--- src/rtl/input_byte_capture_if.sv ---
// rtl/input_byte_capture_if.sv - switch/button inputs, read request and FIFO status bundle
interface input_byte_capture_if #(
    parameter int FIFO_DEPTH = 4
);
    localparam int LEVEL_W = $clog2(FIFO_DEPTH) + 1;

    logic [7:0]         data_in;
    logic               button;
    logic               read_req;
    logic [7:0]         data_out;
    logic               data_valid;
    logic               full;
    logic [LEVEL_W-1:0] level;
    logic               overflow;

    // Environment side: drives switches, button and read requests.
    modport master (
        output data_in, button, read_req,
        input  data_out, data_valid, full, level, overflow
    );

    // Capture block side.
    modport slave (
        input  data_in, button, read_req,
        output data_out, data_valid, full, level, overflow
    );
endinterface

--- src/rtl/input_byte_capture.sv ---
// rtl/input_byte_capture.sv - debounced button captures switch byte into a small FIFO
module input_byte_capture #(
    parameter int DEBOUNCE_CYCLES = 16,
    parameter int FIFO_DEPTH      = 4
) (
    input  logic                 clk,
    input  logic                 reset,
    input_byte_capture_if.slave  bus
);
    localparam int PTR_W   = $clog2(FIFO_DEPTH);
    localparam int LEVEL_W = PTR_W + 1;

    localparam logic [15:0]        DB_LAST    = 16'(DEBOUNCE_CYCLES - 1);
    localparam logic [PTR_W-1:0]   PTR_LAST   = PTR_W'(FIFO_DEPTH - 1);
    localparam logic [LEVEL_W-1:0] LEVEL_FULL = LEVEL_W'(FIFO_DEPTH);

    // Debouncer state
    logic        btn_db;
    logic [15:0] db_cnt;
    logic        btn_db_next;
    logic [15:0] db_cnt_next;
    logic        press;

    // FIFO state
    logic [7:0]         mem [FIFO_DEPTH];
    logic [PTR_W-1:0]   rd_ptr;
    logic [PTR_W-1:0]   wr_ptr;
    logic [LEVEL_W-1:0] count;
    logic               ovf;

    logic               empty;
    logic               is_full;
    logic               do_pop;
    logic               do_push;
    logic               drop;
    logic [LEVEL_W-1:0] count_next;

    // Debounce: count consecutive cycles the raw button disagrees with the
    // accepted level; accept the new level once the run reaches DEBOUNCE_CYCLES.
    always_comb begin
        btn_db_next = btn_db;
        db_cnt_next = 16'd0;
        press       = 1'b0;
        if (bus.button != btn_db) begin
            if (db_cnt == DB_LAST) begin
                btn_db_next = ~btn_db;
                db_cnt_next = 16'd0;
                press       = ~btn_db;
            end else begin
                db_cnt_next = db_cnt + 16'd1;
            end
        end
    end

    // Debounce state registers
    always_ff @(posedge clk or negedge reset) begin
        if (!reset) begin
            btn_db <= 1'b0;
            db_cnt <= 16'd0;
        end else begin
            btn_db <= btn_db_next;
            db_cnt <= db_cnt_next;
        end
    end

    // FIFO control: a pop frees the slot a same-edge push may use when full;
    // a press against a full FIFO with no pop is dropped and flagged.
    always_comb begin
        empty      = (count == '0);
        is_full    = (count == LEVEL_FULL);
        do_pop     = bus.read_req && !empty;
        do_push    = press && (!is_full || do_pop);
        drop       = press && is_full && !do_pop;
        count_next = count;
        if (do_push && !do_pop) begin
            count_next = count + LEVEL_W'(1);
        end else if (do_pop && !do_push) begin
            count_next = count - LEVEL_W'(1);
        end
    end

    // Pointer, level and sticky overflow registers
    always_ff @(posedge clk or negedge reset) begin
        if (!reset) begin
            rd_ptr <= '0;
            wr_ptr <= '0;
            count  <= '0;
            ovf    <= 1'b0;
        end else begin
            if (do_pop) begin
                rd_ptr <= (rd_ptr == PTR_LAST) ? '0 : rd_ptr + PTR_W'(1);
            end
            if (do_push) begin
                wr_ptr <= (wr_ptr == PTR_LAST) ? '0 : wr_ptr + PTR_W'(1);
            end
            count <= count_next;
            if (drop) begin
                ovf <= 1'b1;
            end
        end
    end

    // Byte storage; contents are hidden behind the level so need no reset
    always_ff @(posedge clk) begin
        if (do_push) begin
            mem[wr_ptr] <= bus.data_in;
        end
    end

    // Head byte and status presented combinationally from registered state
    always_comb begin
        bus.data_out   = empty ? 8'h00 : mem[rd_ptr];
        bus.data_valid = !empty;
        bus.full       = is_full;
        bus.level      = count;
        bus.overflow   = ovf;
    end
endmodule
--- src/flat_wrapper.sv ---
// flat-port wrapper written by rule: the top's interface ports become plain ports
module input_byte_capture_flat 
#(
    parameter int DEBOUNCE_CYCLES = 16,
    parameter int FIFO_DEPTH      = 4
)
  (clk, reset, bus_data_in, bus_button, bus_read_req, bus_data_out, bus_data_valid, bus_full, bus_level, bus_overflow);
  input_byte_capture_if #(.FIFO_DEPTH(FIFO_DEPTH)) bus_i ();
  input  logic clk;
  input  logic reset;
  input wire logic [$bits(bus_i.data_in)-1:0] bus_data_in;
  input wire logic [$bits(bus_i.button)-1:0] bus_button;
  input wire logic [$bits(bus_i.read_req)-1:0] bus_read_req;
  output wire logic [$bits(bus_i.data_out)-1:0] bus_data_out;
  output wire logic [$bits(bus_i.data_valid)-1:0] bus_data_valid;
  output wire logic [$bits(bus_i.full)-1:0] bus_full;
  output wire logic [$bits(bus_i.level)-1:0] bus_level;
  output wire logic [$bits(bus_i.overflow)-1:0] bus_overflow;
  assign bus_i.data_in = bus_data_in;
  assign bus_i.button = bus_button;
  assign bus_i.read_req = bus_read_req;
  assign bus_data_out = bus_i.data_out;
  assign bus_data_valid = bus_i.data_valid;
  assign bus_full = bus_i.full;
  assign bus_level = bus_i.level;
  assign bus_overflow = bus_i.overflow;
  input_byte_capture #(.DEBOUNCE_CYCLES(DEBOUNCE_CYCLES), .FIFO_DEPTH(FIFO_DEPTH)) u_core (.clk(clk), .reset(reset), .bus(bus_i));
endmodule
--- config.mk ---
export PLATFORM = sky130hd
export DESIGN_NAME = input_byte_capture_flat
export DESIGN_NICKNAME = d
export VERILOG_FILES = /design/src/rtl/input_byte_capture_if.sv /design/src/rtl/input_byte_capture.sv /design/src/flat_wrapper.sv
export SDC_FILE = /design/constraint.sdc
export NUM_CORES = 1
export LEC_CHECK = 0
export CAP_MARGIN = 40
export CORE_UTILIZATION = 39
export CTS_CLUSTER_SIZE = 24
export DETAILED_ROUTE_END_ITERATION = 7
export GPL_TIMING_DRIVEN = 0
export PLACE_DENSITY_LB_ADDON = 0.25
export SKIP_CTS_REPAIR_TIMING = 1
export SYNTH_ARGS = -nofsm -noshare
export SYNTH_HDL_FRONTEND = slang
export SYNTH_SLANG_ARGS = --single-unit
--- constraint.sdc ---
create_clock -name clk -period 3.3 [get_ports clk]
set_clock_uncertainty 0.15 [all_clocks]
set_input_delay 0.66 -clock clk [delete_from_list [all_inputs] [get_ports clk]]
set_output_delay 0.66 -clock clk [all_outputs]
set_load 0.01 [all_outputs]
==> results of run 1 <==
==> cell usage after synthesis <==
library cell                n  area share, %
sky130_fd_sc_hd__ha_1       7            3.5
sky130_fd_sc_hd__and2_1    13            3.2
sky130_fd_sc_hd__mux2_4     2            1.2
sky130_fd_sc_hd__nor3_4     1           0.65
sky130_fd_sc_hd__a21o_1     2           0.60
sky130_fd_sc_hd__mux2_2     3            1.3
sky130_fd_sc_hd__nand3_1    4           0.80
sky130_fd_sc_hd__edfxtp_1  32             38
sky130_fd_sc_hd__or3_1      1           0.25
sky130_fd_sc_hd__inv_1      5           0.75
sky130_fd_sc_hd__nor4_1     4           0.99
sky130_fd_sc_hd__nor2_1    19            2.8
sky130_fd_sc_hd__nor2b_1    1           0.25
sky130_fd_sc_hd__and3_1     2           0.50
sky130_fd_sc_hd__nor3_1     5           0.99
sky130_fd_sc_hd__nand2b_1   1           0.25
sky130_fd_sc_hd__xnor2_1   12            4.2
sky130_fd_sc_hd__nand4_2    1           0.50
sky130_fd_sc_hd__dfrtp_1   25             25
sky130_fd_sc_hd__fa_1       1           0.80
sky130_fd_sc_hd__clkbuf_1   2           0.30
sky130_fd_sc_hd__nor3b_1    1           0.30
sky130_fd_sc_hd__nand2_1    6           0.90
sky130_fd_sc_hd__buf_2      2           0.40
sky130_fd_sc_hd__xor2_1     6            2.1
sky130_fd_sc_hd__mux4_2     8            7.2
sky130_fd_sc_hd__nor4_2     3            1.5
sky130_fd_sc_hd__nand4_1    3           0.75
==> cell families (layout without fill, tap and decap cells) <==
kind of cell,Yosys count,in the layout,share of synthesized area (%)
and+or+nand+nor,65,65,14.7
DFF,57,57,63.1
muxes,13,13,9.70
buffers and inverters,9,51,1.44
adders and majority gates,8,8,4.28
AOI/OAI and AO/OA,2,2,0.597
xor gates and xnor gates,18,18,6.27
==> power breakdown <==
| group | total (mW) | switching (mW) | leakage [nW] | internal [mW] |
|---|---|---|---|---|
| Clock | 0.633 | 0.287 | 0.0912 | 0.346 |
| Sequential | 0.831 | 0.0381 | 0.621 | 0.793 |
| Combinational | 0.570 | 0.229 | 0.419 | 0.341 |
==> metal layers <==
layer / global-route usage (%) / wire length, um
met3: 4.62 / 146
met2: 22.8 / 1950
met1: 18.4 / 1910
met5: 0 / 0
met4: 8.95 / 102
==> layout make-up <==
class | instances | area share [%]
flip-flops and latches | 57 | 51.7
multi-input cells | 106 | 29.1
repair buffers | 26 | 8.64
clock buffers | 9 | 4.03
well taps | 75 | 3.06
clock inverters | 7 | 2.32
inverters | 5 | 0.611
plain buffers | 4 | 0.570
==> worst min-delay path by stage <==
stage | from | to | slack [ns] | cells past startpoint
after global routing | u_core.bus.overflow | u_core.bus.overflow | 0.34 | 1
after detailed placement | u_core.bus.overflow | u_core.bus.overflow | 0.30 | 1
final | u_core.bus.overflow | u_core.bus.overflow | 0.31 | 1
after floorplan | reset | u_core.btn_db | 0.21 | 0
after global placement | u_core.bus.overflow | u_core.bus.overflow | 0.29 | 1
after CTS | u_core.db_cnt[0] | u_core.db_cnt[0] | 0.32 | 1
==> flip-flops by register name, indices dropped and copies added (netlist names) <==
signal               cells
u_core.btn_db            1
u_core.bus.level         3
u_core.bus.overflow      1
u_core.db_cnt           16
u_core.mem              32
u_core.rd_ptr            2
u_core.wr_ptr            2
==> metrics by stage <==
step                hold WS, ns  power [mW]  utilization, %  area (um2)  worst slack, ns
global route              0.335        2.15            50.7        3070            0.170
detailed placement        0.300        1.43            47.4        2880            0.385
floorplan                 0.214        1.17               -        2520            0.821
CTS                       0.318        2.07            50.7        3070            0.264
finish                    0.314        2.03            50.7        3070            0.312
global placement          0.294        1.42            47.2        2860            0.409
==> results.py, run 1 <==
metrics = {
    "status": {
        "run_status": "finished, final reports clean",
    },
    "critical_path": {
        "timing.critical_path.buf_inv": 2,
        "cp-start-kind": "flip-flop",
        "crit_path_cell_trace": "buf_2, mux4_2, and2_1, clkdlybuf4s50_1",
        "worst-endpoint-arrival_ns": 2.18,
        "slowest_stage": "sky130_fd_sc_hd__mux4_2",
        "cp_max_fo": 10,
        "regToRegStartpoint": "u_core.db_cnt[0]",
        "timing.critical_path.depth": 4,
        "worst_setup_path_end_kind": "output port",
        "cpPeakStageDelay_ns": 0.53,
        "critical_path_required_time_ns": 2.49,
        "r2r_end": "u_core.bus.level[2]",
        "criticalPathCategory": "flip-flop to output port",
        "cp-endpoint": "bus_data_out[7]",
        "worst-r2r-cell-count": 10,
        "regToRegSetupSlack_ns": 0.53,
        "critPathTopFamily": "buffers and inverters",
        "startpoint": "u_core.rd_ptr[0]",
    },
    "logic_synthesis": {
        "postSynthCellCount": 172,
        "synth_area_per_cell_um2": 14.6,
        "synth.net_count": 192,
        "yosys_warnings": 0,
        "yosysSeqAreaShare_pct": 63.1,
        "synth_cell_type_count": 28,
        "mappedNetlistArea_um2": 2520,
        "register_bit_total_from_synthesis": 57,
    },
    "layout": {
        "insertedDiodeCount": 0,
        "layout.cells.most_common_list": "sky130_fd_sc_hd__edfxtp_1 (32), sky130_fd_sc_hd__clkdlybuf4s50_1 (25), sky130_fd_sc_hd__dfrtp_1 (25), sky130_fd_sc_hd__nor2_1 (19), sky130_fd_sc_hd__and2_1 (13)",
        "area_grow_syn2layout_pct": 22.0,
        "final_cell_count_no_fill": 289,
        "multi_input_comb_area_um2": 893,
        "nNetsFinal": 229,
        "layout-drive-gt1-share_pct": 17.3,
        "area_taken_by_flip_flops_and_latches_um2": 1590,
        "fill_cells": 522,
        "mostFrequentLayoutCell": "sky130_fd_sc_hd__edfxtp_1",
    },
    "place": {
        "hpwlAfterDp_mm": 2.78,
        "gp_congestion": 0.704,
        "io_buffer_count": 25,
        "post-place-cells": 273,
    },
    "cts": {
        "cts_max_level": 3,
        "worstSkewPairLatency_ns": 0.34,
        "cts.path.max_buffers": 2,
        "cts_root_buf": "sky130_fd_sc_hd__clkbuf_8",
        "cts_tree": "built",
        "cts.sinks": 57,
        "cts_buffers": 9,
        "clkSlewWorstSetupHoldPaths_ns": 0.07,
    },
    "timing": {
        "min_period_ns": 2.99,
        "fin_setup_tns_ns": 0,
        "hold_viol": 0,
        "post-route-period-util_pct": 90.5,
        "max_freq_mhz": 335,
        "max-slew-margin-rel_pct": 57.1,
        "report.final.setup_viol": 0,
        "timing_worst_slew_pin_value_ns": 0.641,
        "slew_violations": 0,
        "rsz0062_at_grt": "false",
    },
    "global_route": {
        "first_global_vias": 1445,
        "antenna_found_initial": 0,
        "grt_start_max_net_pins": 14,
        "final_global_route_overflow_total": 0,
        "global_route.usage.total_pct": 14.9,
        "global_route_wire_length_before_repair_mm": 7.01,
    },
    "floorplan": {
        "boundaryPins": 26,
        "fp.dieArea_um2": 6780,
        "floorplan.rows": 28,
        "core_outline_area_um2": 6060,
        "floorplan.die.width_um": 82.3,
        "start_util_pct": 41.5,
        "die_h_um": 82.3,
    },
    "power_and_ir_drop": {
        "total_power_per_unit_cell_area_nw_per_um2": 662,
        "p_leak_nw": 1.13,
        "ir_drop_v": 0.000357,
    },
    "routing": {
        "drc_errors": 0,
        "routedWlPerCell_um": 14.2,
        "routed-via-count": 1433,
        "detailedRoute.firstIterationViolations": 58,
        "post_drt_via_cell_ratio": 4.96,
        "drt.antenna.violating_nets": 0,
        "wl_mm": 4.11,
        "firstDrtPassIters": 4,
    },
    "run": {
        "maxCapViolations": 0,
    },
    "min_path": {
        "worst_hold_path_type": "flip-flop to flip-flop",
    },
}
Note: power is estimated with default switching activity, not from simulation.
==> run 2, diff against run 1 <==
Settings changed: CORE_MARGIN set to 1.
==> results of run 2 <==
Final layout, timing and power as in run 1 (identical DEF).
==> run 3, diff against run 2 <==
Settings changed: CORE_UTILIZATION 39 to 40.
==> run 3 against run 2 <==
  * Global-route usage rose by 0.70 points
  * Via count grew 1.3%
  * Design area rose by 0.73%
  * Routed wire length increased by 4.6%
  * First-iteration DRC count is 60% higher
  * Non-clock buffer count did not move
  * Total power increased by 4.1%
  * Die area down 2.4%
  * Hold slack improved by 0.017 ns
  * Combinational power increased by 1%
  * Largest power group unchanged
==> results.py, run 3 (synthesis gave the netlist of run 1 again) <==
metrics = {
    "status": {
        "run_status": "finished, final reports clean",
    },
    "global_route": {
        "first_global_vias": 1527,
        "final_global_route_overflow_total": 0,
        "global_route.usage.total_pct": 15.6,
        "grt_start_max_net_pins": 14,
        "antenna_found_initial": 0,
        "global_route_wire_length_before_repair_mm": 7.29,
    },
    "floorplan": {
        "floorplan.die.width_um": 81.3,
        "core_outline_area_um2": 5990,
        "fp.dieArea_um2": 6610,
        "die_h_um": 81.3,
        "start_util_pct": 42.0,
        "floorplan.rows": 28,
        "boundaryPins": 26,
    },
    "timing": {
        "max_freq_mhz": 333,
        "post-route-period-util_pct": 91.1,
        "max-slew-margin-rel_pct": 56.3,
        "hold_viol": 0,
        "fin_setup_tns_ns": 0,
        "slew_violations": 0,
        "timing_worst_slew_pin_value_ns": 0.653,
        "finalHoldWorstSlack_ns": 0.331,
        "min_period_ns": 3.01,
        "rsz0062_at_grt": "false",
        "report.final.setup_viol": 0,
    },
    "cts": {
        "cts_max_level": 3,
        "clkSlewWorstSetupHoldPaths_ns": 0.07,
        "cts_buffers": 9,
        "cts.path.max_buffers": 2,
        "cts_root_buf": "sky130_fd_sc_hd__clkbuf_8",
        "cts_tree": "built",
        "cts.sinks": 57,
        "worstSkewPairLatency_ns": 0.33,
    },
    "layout": {
        "layout-drive-gt1-share_pct": 16.8,
        "largest-register": "u_core.mem",
        "fill_cells": 500,
        "nNetsFinal": 229,
        "area_grow_syn2layout_pct": 22.9,
        "largest_register_ff_count": 32,
        "layout.cells.most_common_list": "sky130_fd_sc_hd__edfxtp_1 (32), sky130_fd_sc_hd__clkdlybuf4s50_1 (25), sky130_fd_sc_hd__dfrtp_1 (25), sky130_fd_sc_hd__nor2_1 (19), sky130_fd_sc_hd__and2_1 (13)",
        "insertedDiodeCount": 0,
        "mostFrequentLayoutCell": "sky130_fd_sc_hd__edfxtp_1",
    },
    "routing": {
        "firstDrtPassIters": 4,
        "dr.max_layer_used": "met4",
        "drt.antenna.violating_nets": 0,
        "detailedRoute.firstIterationViolations": 93,
        "routed-via-count": 1451,
        "drc_errors": 0,
        "wl_met1_mm": 2.09,
        "post_drt_via_cell_ratio": 5.02,
        "wl_met3_um": 169,
        "met2WireLength_mm": 1.95,
        "wl_mm": 4.29,
        "routedWlPerCell_um": 14.9,
    },
    "critical_path": {
        "cp_max_fo": 10,
        "worst-endpoint-arrival_ns": 2.20,
        "criticalPathCategory": "flip-flop to output port",
        "critical_path_required_time_ns": 2.49,
        "cp-start-kind": "flip-flop",
        "worst_setup_path_end_kind": "output port",
    },
    "place": {
        "hpwlAfterDp_mm": 2.84,
        "gp_congestion": 0.694,
        "io_buffer_count": 25,
    },
    "power_and_ir_drop": {
        "p_leak_nw": 1.15,
        "total_power_per_unit_cell_area_nw_per_um2": 684,
        "ir_drop_v": 0.000331,
    },
    "run": {
        "maxCapViolations": 0,
    },
    "min_path": {
        "worst_hold_path_type": "flip-flop to flip-flop",
    },
}
[run 3: path summary, 6_finish.rpt]
kind	endpoint	start	depth (start not counted)	slack, ns
max reg2reg	u_core.bus.level[2]	u_core.db_cnt[0]	10	0.56
max	bus_data_out[1]	u_core.rd_ptr[0]	4	0.29
min	u_core.db_cnt[0]	u_core.db_cnt[0]	1	0.33
max in group asynchronous	u_core.db_cnt[15]	reset	2	1.91
min in group asynchronous	u_core.wr_ptr[1]	reset	1	0.58
min reg2reg	u_core.db_cnt[0]	u_core.db_cnt[0]	1	0.33
[run 3: area by class of cell]
| cell class | count | area, um2 | area share [%] |
|---|---|---|---|
| buffer | 4 | 17.5 | 0.566 |
| clock buffer | 9 | 124 | 4.00 |
| clock inverter | 7 | 93.8 | 3.03 |
| inverter | 5 | 18.8 | 0.607 |
| multi-input combinational | 106 | 893 | 28.9 |
| sequential | 57 | 1590 | 51.3 |
| tap | 75 | 93.8 | 3.03 |
| timing repair buffer | 26 | 265 | 8.58 |
[run 3: per-stage QoR]
stage	area (um2)	utilization (%)	power (mW)	std cells	worst slack, ns
after floorplan	2520	-	1.17	172	0.821
after global placement	2860	47.7	1.42	272	0.400
after detailed placement	2880	48.0	1.43	273	0.365
after CTS	3090	51.6	2.15	289	0.237
after global routing	3090	51.6	2.23	289	0.154
final	3090	51.6	2.12	289	0.293
[run 3: worst max-delay path, stage by stage (launching register included)]
cell	delay (ns)
sky130_fd_sc_hd__dfrtp_1	0.36
sky130_fd_sc_hd__buf_2	0.31
sky130_fd_sc_hd__mux4_2	0.55
sky130_fd_sc_hd__and2_1	0.18
sky130_fd_sc_hd__clkdlybuf4s50_1	0.47
[run 3: layer usage]
metal | global-route usage [%] | up-vias
met2 | 21.7 | 38
li1 | - | 696
met3 | 3.71 | 9
met1 | 21.5 | 708
met4 | 10.2 | 0
met5 | 0 | -
[run 3: power by group]
group	switching [mW]	leakage (nW)	internal [mW]
Combinational	0.234	0.419	0.342
Clock	0.284	0.107	0.424
Sequential	0.0393	0.621	0.793
